--- src/rtl/rv32_mem_pkg.sv ---
// Shared definitions for the RV32 memory stage: access widths, FSM states and
// the request context captured when a bus access is issued.
package rv32_mem_pkg;

  localparam logic [1:0] RV32_MEM_WIDTH_BYTE = 2'd0;
  localparam logic [1:0] RV32_MEM_WIDTH_HALF = 2'd1;
  localparam logic [1:0] RV32_MEM_WIDTH_WORD = 2'd2;

  typedef enum logic [1:0] {
    IDLE,
    REQ,
    DONE
  } mem_state_e;

  typedef struct packed {
    logic        read;
    logic [1:0]  width;
    logic        zero_ext;
    logic [4:0]  rd;
    logic        rd_write;
    logic [31:0] result;
  } mem_req_t;

endpackage

--- src/rtl/rv32_mem_align.sv ---
// Combinational lane logic: misalignment detection, store strobes/replication
// and load lane selection with sign or zero extension.
module rv32_mem_align
  import rv32_mem_pkg::*;
(
  input  logic [1:0]  width_i,
  input  logic        zero_ext_i,
  input  logic [1:0]  off_i,
  input  logic [31:0] store_data_i,
  input  logic [31:0] load_data_i,
  output logic        misalign_o,
  output logic [3:0]  mask_o,
  output logic [31:0] store_value_o,
  output logic [31:0] load_value_o
);

  logic [7:0]  byte_lane;
  logic [15:0] half_lane;

  assign byte_lane = load_data_i[{off_i, 3'b000} +: 8];
  assign half_lane = load_data_i[{off_i[1], 4'b0000} +: 16];

  // Width 3 falls into the default arm and behaves as a word access.
  always_comb begin
    misalign_o    = 1'b0;
    mask_o        = 4'b1111;
    store_value_o = store_data_i;
    load_value_o  = load_data_i;
    case (width_i)
      RV32_MEM_WIDTH_BYTE: begin
        mask_o        = 4'b0001 << off_i;
        store_value_o = {4{store_data_i[7:0]}};
        load_value_o  = zero_ext_i ? {24'b0, byte_lane} : {{24{byte_lane[7]}}, byte_lane};
      end
      RV32_MEM_WIDTH_HALF: begin
        misalign_o    = off_i[0];
        mask_o        = 4'b0011 << off_i;
        store_value_o = {2{store_data_i[15:0]}};
        load_value_o  = zero_ext_i ? {16'b0, half_lane} : {{16{half_lane[15]}}, half_lane};
      end
      default: misalign_o = |off_i;
    endcase
  end

endmodule

--- src/rtl/rv32_mem_access.sv ---
// RV32 memory stage: issues one load/store at a time on a request/ready bus,
// stalls upstream until it completes and registers the writeback result.
module rv32_mem_access
  import rv32_mem_pkg::*;
(
  input  logic        clk,
  input  logic        reset,
  input  logic        stall_in,
  input  logic        flush_in,
  input  logic        mem_read_in,
  input  logic        mem_write_in,
  input  logic [1:0]  mem_width_in,
  input  logic        mem_zero_extend_in,
  input  logic        mem_fence_in,
  input  logic [4:0]  rd_in,
  input  logic        rd_write_in,
  input  logic [31:0] result_in,
  input  logic [31:0] rs2_value_in,
  output logic [31:0] data_address_out,
  output logic        data_read_out,
  output logic        data_write_out,
  output logic [3:0]  data_write_mask_out,
  output logic [31:0] data_write_value_out,
  input  logic [31:0] data_read_value_in,
  input  logic        data_ready_in,
  output logic        stall_out,
  output logic        misaligned_out,
  output logic [4:0]  rd_out,
  output logic        rd_write_out,
  output logic [31:0] rd_value_out
);

  mem_state_e  state_q, state_d;
  mem_req_t    req_q, req_d;
  logic        squash_q, squash_d;
  logic [31:0] hold_q, hold_d;
  logic [31:0] addr_q, addr_d;
  logic        rd_req_q, rd_req_d, wr_req_q, wr_req_d;
  logic [3:0]  mask_q, mask_d;
  logic [31:0] wval_q, wval_d;
  logic [4:0]  rd_q, rd_d;
  logic        rd_write_q, rd_write_d, misaligned_q, misaligned_d;
  logic [31:0] rd_value_q, rd_value_d;

  logic        access, misalign, misalign_access, idle;
  logic [1:0]  al_width, al_off;
  logic        al_zext;
  logic [3:0]  al_mask;
  logic [31:0] al_store, al_load, req_value;

  assign idle            = (state_q == IDLE);
  assign access          = (mem_read_in | mem_write_in) & ~mem_fence_in & ~flush_in;
  assign misalign_access = access & misalign;

  // Lane logic sees the live instruction while idle and the captured request afterwards.
  assign al_width  = idle ? mem_width_in       : req_q.width;
  assign al_zext   = idle ? mem_zero_extend_in : req_q.zero_ext;
  assign al_off    = idle ? result_in[1:0]     : req_q.result[1:0];
  assign req_value = req_q.read ? al_load : req_q.result;

  rv32_mem_align u_align (
    .width_i       (al_width),
    .zero_ext_i    (al_zext),
    .off_i         (al_off),
    .store_data_i  (rs2_value_in),
    .load_data_i   (data_read_value_in),
    .misalign_o    (misalign),
    .mask_o        (al_mask),
    .store_value_o (al_store),
    .load_value_o  (al_load)
  );

  // NOTE: every variable gets a default before the case so no latch is inferred.
  always_comb begin
    state_d      = state_q;
    req_d        = req_q;
    squash_d     = squash_q;
    hold_d       = hold_q;
    addr_d       = addr_q;
    rd_req_d     = rd_req_q;
    wr_req_d     = wr_req_q;
    mask_d       = mask_q;
    wval_d       = wval_q;
    rd_d         = rd_q;
    rd_write_d   = rd_write_q;
    rd_value_d   = rd_value_q;
    misaligned_d = 1'b0;
    stall_out    = 1'b0;
    case (state_q)
      IDLE: begin
        stall_out = access & ~misalign;
        if (!stall_in) begin
          if (access && !misalign) begin
            state_d        = REQ;
            squash_d       = 1'b0;
            req_d.read     = mem_read_in;
            req_d.width    = mem_width_in;
            req_d.zero_ext = mem_zero_extend_in;
            req_d.rd       = rd_in;
            req_d.rd_write = rd_write_in;
            req_d.result   = result_in;
            addr_d         = {result_in[31:2], 2'b00};
            rd_req_d       = mem_read_in;
            wr_req_d       = mem_write_in;
            mask_d         = al_mask;
            wval_d         = al_store;
          end else begin
            rd_d         = rd_in;
            rd_write_d   = rd_write_in & ~flush_in & ~misalign_access;
            rd_value_d   = result_in;
            misaligned_d = misalign_access;
          end
        end
      end
      REQ: begin
        stall_out = ~data_ready_in | stall_in;
        squash_d  = squash_q | flush_in;
        if (data_ready_in) begin
          rd_req_d = 1'b0;
          wr_req_d = 1'b0;
          addr_d   = '0;
          mask_d   = '0;
          wval_d   = '0;
          if (stall_in) begin
            state_d = DONE;
            hold_d  = req_value;
          end else begin
            state_d    = IDLE;
            squash_d   = 1'b0;
            rd_d       = req_q.rd;
            rd_write_d = req_q.rd_write & ~(squash_q | flush_in);
            rd_value_d = req_value;
          end
        end
      end
      DONE: begin
        stall_out = stall_in;
        squash_d  = squash_q | flush_in;
        if (!stall_in) begin
          state_d    = IDLE;
          squash_d   = 1'b0;
          rd_d       = req_q.rd;
          rd_write_d = req_q.rd_write & ~(squash_q | flush_in);
          rd_value_d = hold_q;
        end
      end
      default: state_d = IDLE;
    endcase
  end

  // NOTE: state registers use non-blocking assignments so all flops update together.
  always_ff @(posedge clk or posedge reset) begin
    if (reset) begin
      state_q      <= IDLE;
      req_q        <= '0;
      squash_q     <= 1'b0;
      hold_q       <= '0;
      addr_q       <= '0;
      rd_req_q     <= 1'b0;
      wr_req_q     <= 1'b0;
      mask_q       <= '0;
      wval_q       <= '0;
      rd_q         <= '0;
      rd_write_q   <= 1'b0;
      rd_value_q   <= '0;
      misaligned_q <= 1'b0;
    end else begin
      state_q      <= state_d;
      req_q        <= req_d;
      squash_q     <= squash_d;
      hold_q       <= hold_d;
      addr_q       <= addr_d;
      rd_req_q     <= rd_req_d;
      wr_req_q     <= wr_req_d;
      mask_q       <= mask_d;
      wval_q       <= wval_d;
      rd_q         <= rd_d;
      rd_write_q   <= rd_write_d;
      rd_value_q   <= rd_value_d;
      misaligned_q <= misaligned_d;
    end
  end

  assign data_address_out     = addr_q;
  assign data_read_out        = rd_req_q;
  assign data_write_out       = wr_req_q;
  assign data_write_mask_out  = mask_q;
  assign data_write_value_out = wval_q;
  assign misaligned_out       = misaligned_q;
  assign rd_out               = rd_q;
  assign rd_write_out         = rd_write_q;
  assign rd_value_out         = rd_value_q;

endmodule

--- config.mk ---
export PLATFORM = sky130hd
export DESIGN_NAME = rv32_mem_access
export DESIGN_NICKNAME = d
export VERILOG_FILES = /design/src/rtl/rv32_mem_pkg.sv /design/src/rtl/rv32_mem_align.sv /design/src/rtl/rv32_mem_access.sv
export SDC_FILE = /design/constraint.sdc
export NUM_CORES = 1
export LEC_CHECK = 0
export BUFFER_PORTS_ARGS = -buffer_cell sky130_fd_sc_hd__buf_2
export CAP_MARGIN = 20
export CORE_MARGIN = 4
export CORE_UTILIZATION = 49
export CTS_CLUSTER_DIAMETER = 60
export CTS_CLUSTER_SIZE = 25
export DETAILED_ROUTE_END_ITERATION = 10
export MAX_ROUTING_LAYER = met4
export PLACE_DENSITY_LB_ADDON = 0.3
export SETUP_SLACK_MARGIN = 0.4
export SLEW_MARGIN = 20
export SYNTH_ARGS = -nofsm -noshare
export SYNTH_HDL_FRONTEND = slang
export SYNTH_SLANG_ARGS = --single-unit
--- constraint.sdc ---
create_clock -name clk -period 4.9 [get_ports clk]
set_input_delay 0 -clock clk [delete_from_list [all_inputs] [get_ports clk]]
set_output_delay 0 -clock clk [all_outputs]
set_load 0.05 [all_outputs]
Word-level counts from Yosys, hierarchy flattened. Cells that the tools add are included.

Bitwise gates (word level): 17. Reductions and logical operators: 14. Shift operators: 4. Equality and inequality tests: 9. Multiplexer cells: 59.

Operator list (count): $mux W32 (13); $pmux W32 S2 (4); $pmux W32 S3 (1); $shiftx A32 B6 Y16 (1); $shiftx A32 B6 Y8 (1); $mux W5 (4); $mux W1 (17); $pmux W4 S2 (2); $pmux W5 S3 (1); $mux W2 (7); $mux W4 (3); $reduce_and A4 Y1 (3); $ne A2 B2 Y1 const B (5); $pmux W1 S3 (3); $reduce_and A3 Y1 (3); $and A1 B1 Y1 (7); $not A1 Y1 (7); $pmux W1 S2 (3); $pmux W2 S3 (1); $reduce_and A6 Y1 (1); $eq A2 B1 Y1 const B (2); $logic_not A2 Y1 (2); $shl A1 B2 Y4 const A (1); $shl A2 B2 Y4 const A (1); 8 further kinds (10).

Output and inout port bits: 110. Register bits: 186. Bits of input ports: 113. Logic and storage cells: 121.

Longest topological paths before layout.
Word-level depth: 10. Gate-level depth with buffers: 12. Gate-level depth less buffers: 8.

By module. From an unflattened synthesis, not the netlist that was laid out.

Cell total of the unflattened synthesis: 772. Area total of the unflattened synthesis: 9176.3 µm².

Modules (own cells, without submodules): rv32_mem_access (area each 8050.2 µm², cells an instance 600, seq. area each 4604.4 µm², instances 1); rv32_mem_align (area each 1126.1 µm², cells an instance 172, seq. area each 0.0 µm², instances 1).

Worst setup path before layout. Ideal clock, no wire load.

Kind: flip-flop to flip-flop. Start point: reg state_q[0]. End point: reg req_q[18] (netlist bit). Required time: 4775 ps. Cell stages (with the launch flop): 10. Path buffers: 2. Path slack: 2596 ps. Clock period less this slack: 2304 ps. Arrival: 2179 ps. Setup time: 125 ps. Cell sequence: dfrtp_1 inv_1 ha_1 buf_6 or3b_1 o31ai_2 o21ai_1 nor2_2 buf_4 mux2_2.

Cells in the longest elaborated chain, start to end: 7. Elaborated cells on any way between the ends: 10. Those cells by class: eq/ne: 1; mux: 3; reduce/logical: 6.

RTL lines: from (decl) (RTL line rv32_mem_access.sv:33) `mem_state_e state_q, state_d;`; from (signal assigned) (RTL line rv32_mem_access.sv:168) `state_q <= state_d;`; $logic_not A2 Y1 (*) (RTL line rv32_mem_access.sv:51, rv32_mem_access.sv:89); $mux W2 (on tied branches) (RTL line rv32_mem_access.sv:56, rv32_mem_access.sv:58); $eq A2 B1 Y1, or another cell as far along (RTL line rv32_mem_align.sv:29) `case (width_i)`; $pmux W1 S2 (RTL line rv32_mem_align.sv:29); $logic_not A1 Y1 (RTL line rv32_mem_access.sv:93) `if (access && !misalign) begin`; $logic_and A1 B1 Y1 (RTL line rv32_mem_access.sv:93); $reduce_and A3 Y1 (no source line) (*); to (signal assigned) (RTL line rv32_mem_access.sv:169) `req_q <= req_d;`; to (decl) (RTL line rv32_mem_access.sv:34) `mem_req_t req_q, req_d;`.

Every way passes the cells marked *; elsewhere a longest branch is shown, timed or not. A chain may end at the register's enable or synchronous reset.

Final worst setup path. Ends and elaborated chain as after synthesis.

==> impl_metrics.prom <==
# TYPE chip_impl_metric gauge
chip_impl_metric{name="grt_start_max_net_pins",unit=""} 185
chip_impl_metric{name="hold-worst-slack",unit="ps"} 80.5
chip_impl_metric{name="cts-buffers-inserted",unit=""} 17
chip_impl_info{name="cts_tree",value="yes"} 1
chip_impl_metric{name="count_of_h_tree_levels_built_during_cts",unit=""} 4
chip_impl_metric{name="place_congestion",unit=""} 0.887
chip_impl_metric{name="drt_iter0_markers",unit=""} 701
chip_impl_metric{name="core",unit="um^2"} 19000
chip_impl_metric{name="clock_power_share",unit="%"} 16.3
chip_impl_info{name="rsz_0062_raised_after_global_routing",value="false"} 1
chip_impl_metric{name="nFillCells",unit=""} 1516
chip_impl_metric{name="via_count_of_the_first_global_routing_pass",unit=""} 8430
chip_impl_metric{name="first_pass_grt_wire_length",unit="mm"} 45.7
chip_impl_metric{name="combined_flip_flop_and_latch_cell_area",unit="um^2"} 4610
chip_impl_metric{name="required",unit="ps"} 5220
chip_impl_metric{name="grt_use_total",unit="%"} 27.1
chip_impl_metric{name="cts.repair.resized",unit=""} 0
chip_impl_metric{name="share_comb_of_total_power",unit="%"} 56.4
chip_impl_info{name="synth_top_family_by_area",value="compound AO/OA/AOI/OAI gates"} 1
chip_impl_info{name="setup.worst_path.class",value="flop to flop"} 1
chip_impl_metric{name="route.final.wire_length",unit="mm"} 28.8
chip_impl_metric{name="initial_core_util",unit="%"} 50.4
chip_impl_metric{name="power_per_cell_area",unit="nW/um^2"} 752
chip_impl_metric{name="fp.dieH",unit="um"} 148
chip_impl_metric{name="postSynth.asyncResetShare",unit="%"} 100
chip_impl_metric{name="design.die.area",unit="um^2"} 21800
chip_impl_metric{name="worst_setup_hold_path_clk_slew",unit="ps"} 70
chip_impl_metric{name="switchingPower",unit="uW"} 4480
chip_impl_metric{name="drc",unit=""} 0
chip_impl_metric{name="finalSetupViolations",unit=""} 0
chip_impl_info{name="cts_root_buffer",value="sky130_fd_sc_hd__clkbuf_16"} 1
chip_impl_metric{name="synth_simple_gate_area_share",unit="%"} 13.1
chip_impl_metric{name="multiInputGateArea",unit="um^2"} 4530
chip_impl_info{name="regToRegStartpoint",value="state_q[0]"} 1
chip_impl_metric{name="vias",unit=""} 8523
chip_impl_metric{name="syn_inst",unit=""} 924
chip_impl_metric{name="ff2ff_path_depth",unit=""} 8
chip_impl_metric{name="share_of_power_burned_in_registers",unit="%"} 27.3
chip_impl_metric{name="clock_latency",unit="ps"} 430
chip_impl_info{name="synth.cells.most_frequent",value="sky130_fd_sc_hd__dfrtp_1 (184), sky130_fd_sc_hd__a21oi_1 (80), sky130_fd_sc_hd__nand2_1 (78)"} 1
chip_impl_metric{name="synth_edf_count",unit=""} 0
chip_impl_metric{name="fin_tns_setup",unit="ps"} 0
chip_impl_metric{name="finalHoldViolations",unit=""} 0
chip_impl_metric{name="layout.nets",unit=""} 1304
chip_impl_metric{name="total_power",unit="uW"} 9240
chip_impl_metric{name="ys_seq_elements",unit=""} 184
chip_impl_metric{name="avgRoutedWirePerCell",unit="um"} 19.7
chip_impl_metric{name="max_freq",unit="GHz"} 0.315
chip_impl_info{name="ys_top_cells_by_area",value="sky130_fd_sc_hd__dfrtp_1 (48%), sky130_fd_sc_hd__mux2_2 (4.8%), sky130_fd_sc_hd__a22o_1 (4.6%), sky130_fd_sc_hd__a21oi_1 (4.2%), sky130_fd_sc_hd__mux2i_1 (4.1%)"} 1
chip_impl_info{name="startpoint_type",value="flop"} 1
chip_impl_metric{name="cap_viol_max_count",unit=""} 0
chip_impl_metric{name="core.rowCount",unit=""} 50
chip_impl_info{name="synth_ff_type",value="sky130_fd_sc_hd__dfrtp_1"} 1
chip_impl_info{name="end_point_of_the_critical_path",value="req_q[18]"} 1
chip_impl_metric{name="intPower",unit="uW"} 4760
chip_impl_metric{name="worstPathArrival",unit="ps"} 3490
chip_impl_metric{name="global_route.overflow_total",unit=""} 0
chip_impl_info{name="synthDominantAreaCellType",value="sky130_fd_sc_hd__dfrtp_1"} 1
chip_impl_metric{name="fin_worst_skew",unit="ps"} 8.15
chip_impl_info{name="timing.rr.end",value="req_q[18]"} 1
chip_impl_metric{name="post_synth_mux_area_share",unit="%"} 9.48
chip_impl_metric{name="synthesis.yosys.warnings",unit=""} 0
chip_impl_metric{name="peakVddDrop",unit="uV"} 469
chip_impl_metric{name="timing.max_slew.rel_slack",unit="%"} 28.6
chip_impl_metric{name="drt-vias-per-instance",unit=""} 5.83
chip_impl_metric{name="period_share",unit="%"} 64.7
chip_impl_metric{name="ios",unit=""} 223
chip_impl_metric{name="syn-mean-instance-area",unit="um^2"} 10.3
chip_impl_metric{name="synth_adder_area_share",unit="%"} 0.524
chip_impl_metric{name="area_delta_synth_final",unit="%"} 28.8
chip_impl_metric{name="synth_top_area_share",unit="%"} 48.2
chip_impl_metric{name="dieWidth",unit="um"} 148
chip_impl_metric{name="synth.distinct_cells",unit=""} 66
chip_impl_metric{name="clockBufferDepth",unit=""} 2
chip_impl_metric{name="layout.cells.non_filler",unit=""} 1462
chip_impl_info{name="worst_setup_path_startpoint",value="state_q[0]"} 1
chip_impl_metric{name="worst-slew-pin-transition",unit="ps"} 1070
chip_impl_metric{name="clock_sinks",unit=""} 184
chip_impl_metric{name="synth_seq_area_share",unit="%"} 48.2
chip_impl_metric{name="power_leakage",unit="uW"} 0.00579
chip_impl_metric{name="finish.utilization",unit="%"} 64.9
chip_impl_metric{name="finalCriticalPeriod",unit="ps"} 3170
chip_impl_metric{name="final_layout_size_suffix_gt1_share",unit="%"} 28.8
chip_impl_info{name="worst_hold_path_type",value="input pin to flop"} 1
chip_impl_metric{name="power.switching_fraction",unit="%"} 48.5
chip_impl_metric{name="synth_xor_xnor_area_share",unit="%"} 0
chip_impl_info{name="status",value="finished, final reports clean"} 1
chip_impl_metric{name="initial_antenna_violation_count",unit=""} 2
chip_impl_metric{name="reg2reg_slack",unit="ps"} 1730
chip_impl_info{name="synth_most_common_cell",value="sky130_fd_sc_hd__dfrtp_1"} 1
chip_impl_metric{name="timing.final.max_slew_violations",unit=""} 0
chip_impl_metric{name="detailedRoute.firstPassIterationCount",unit=""} 5
chip_impl_metric{name="worst-path-max-fanout",unit=""} 25
chip_impl_metric{name="route.antenna.remaining_nets",unit=""} 0
chip_impl_metric{name="placed_cells",unit=""} 1337
chip_impl_metric{name="io_buffer_count",unit=""} 220
chip_impl_metric{name="syn_area",unit="um^2"} 9550
chip_impl_metric{name="synth_compound_area_share",unit="%"} 23.9
chip_impl_info{name="crit_path_end_kind",value="flop"} 1
chip_impl_metric{name="hpwl_after_detailed_placement",unit="mm"} 18.3
## worst max-delay path, cell delays in order, from the launching register on
cell	delay (ps)
sky130_fd_sc_hd__dfrtp_1	400
sky130_fd_sc_hd__inv_1	140
sky130_fd_sc_hd__ha_4	350
sky130_fd_sc_hd__or3b_1	420
sky130_fd_sc_hd__o31ai_2	110
sky130_fd_sc_hd__o21ai_1	200
sky130_fd_sc_hd__nor2_4	620
sky130_fd_sc_hd__buf_4	420
sky130_fd_sc_hd__mux2_2	380
## kinds of logic after synthesis
family,count (synthesis)
AO/OA/AOI/OAI,309
multiplexers,83
adder cells (fa/ha/maj),4
buffers and inverters,91
other,1
flip-flops,184
AND/OR/NAND/NOR,252
## layout make-up
type | count | area share (%)
Clock inverter | 12 | 1.52
Tap cell | 260 | 2.65
Sequential cell | 184 | 37.5
Inverter | 11 | 0.366
Timing Repair Buffer | 323 | 17.4
Antenna cell | 3 | 0.0611
Clock buffer | 19 | 3.68
Multi-Input combinational cell | 650 | 36.9
## metrics by stage
stage	setup slack [ps]	cell area, um^2
global route	1560	12300
floorplan	2540	9550
CTS	1730	12300
global placement	1830	10700
detailed placement	1740	10700
finish	1730	12300
## power by group through the flow
stage	Combinational, uW	Sequential [uW]	Clock, uW
2_1_floorplan	3120	3390	0
3_3_place_gp	4980	2520	0
3_5_place_dp	5080	2520	0
4_1_cts	5170	2510	1530
5_1_grt	5620	2590	1600
6_report	5210	2530	1510
## worst min-delay path by stage
stage | startpoint | to | cells after the start
floorplan | flush_in | rd_write_out | 1
finish | data_ready_in | state_q[1] | 3
detailed placement | rd_write_in | req_q[32] | 3
global placement | rd_write_in | req_q[32] | 3
CTS | stall_in | state_q[0] | 4
global route | data_ready_in | state_q[1] | 3
## registers in the layout, summed over array words and instances (netlist names)
| register | count |
|---|---|
| req_q | 42 |
| data_write_value_out | 32 |
| hold_q | 32 |
| rd_value_out | 32 |
| data_address_out | 30 |
| rd_out | 5 |
| data_write_mask_out | 4 |
| state_q | 2 |
| data_read_out | 1 |
| data_write_out | 1 |
| misaligned_out | 1 |
| rd_write_out | 1 |
| squash_q | 1 |
## placed cells by master (no fill, tap or decap), types with 17 or more instances in the layout
| cell type | n |
|---|---|
| sky130_fd_sc_hd__a21oi_1 | 80 |
| sky130_fd_sc_hd__a22o_1 | 50 |
| sky130_fd_sc_hd__and2_1 | 18 |
| sky130_fd_sc_hd__buf_2 | 220 |
| sky130_fd_sc_hd__clkbuf_16 | 17 |
| sky130_fd_sc_hd__dfrtp_1 | 183 |
| sky130_fd_sc_hd__dlygate4sd3_1 | 90 |
| sky130_fd_sc_hd__mux2_2 | 41 |
| sky130_fd_sc_hd__mux2i_1 | 39 |
| sky130_fd_sc_hd__nand2_1 | 77 |
| sky130_fd_sc_hd__nand2b_1 | 25 |
| sky130_fd_sc_hd__nand3_1 | 23 |
| sky130_fd_sc_hd__nand3b_1 | 17 |
| sky130_fd_sc_hd__nor2_1 | 62 |
| sky130_fd_sc_hd__o21ai_0 | 38 |
| sky130_fd_sc_hd__o2bb2ai_1 | 19 |
| sky130_fd_sc_hd__o31ai_1 | 30 |
## what timing repair did
item,CTS,global route
endpoints found under the hold margin,337,0
buffers inserted,0,0
hold buffers,90,0
## routing by layer
| metal | GRT usage (%) | up-vias | wire (um) |
|---|---|---|---|
| li1 | - | 3915 | - |
| met1 | 36.2 | 4206 | 12400 |
| met2 | 42.4 | 360 | 13900 |
| met3 | 5.82 | 42 | 2030 |
| met4 | 6.94 | 0 | 491 |
| met5 | - | - | 0 |
Power figures use the tool's default switching activity.
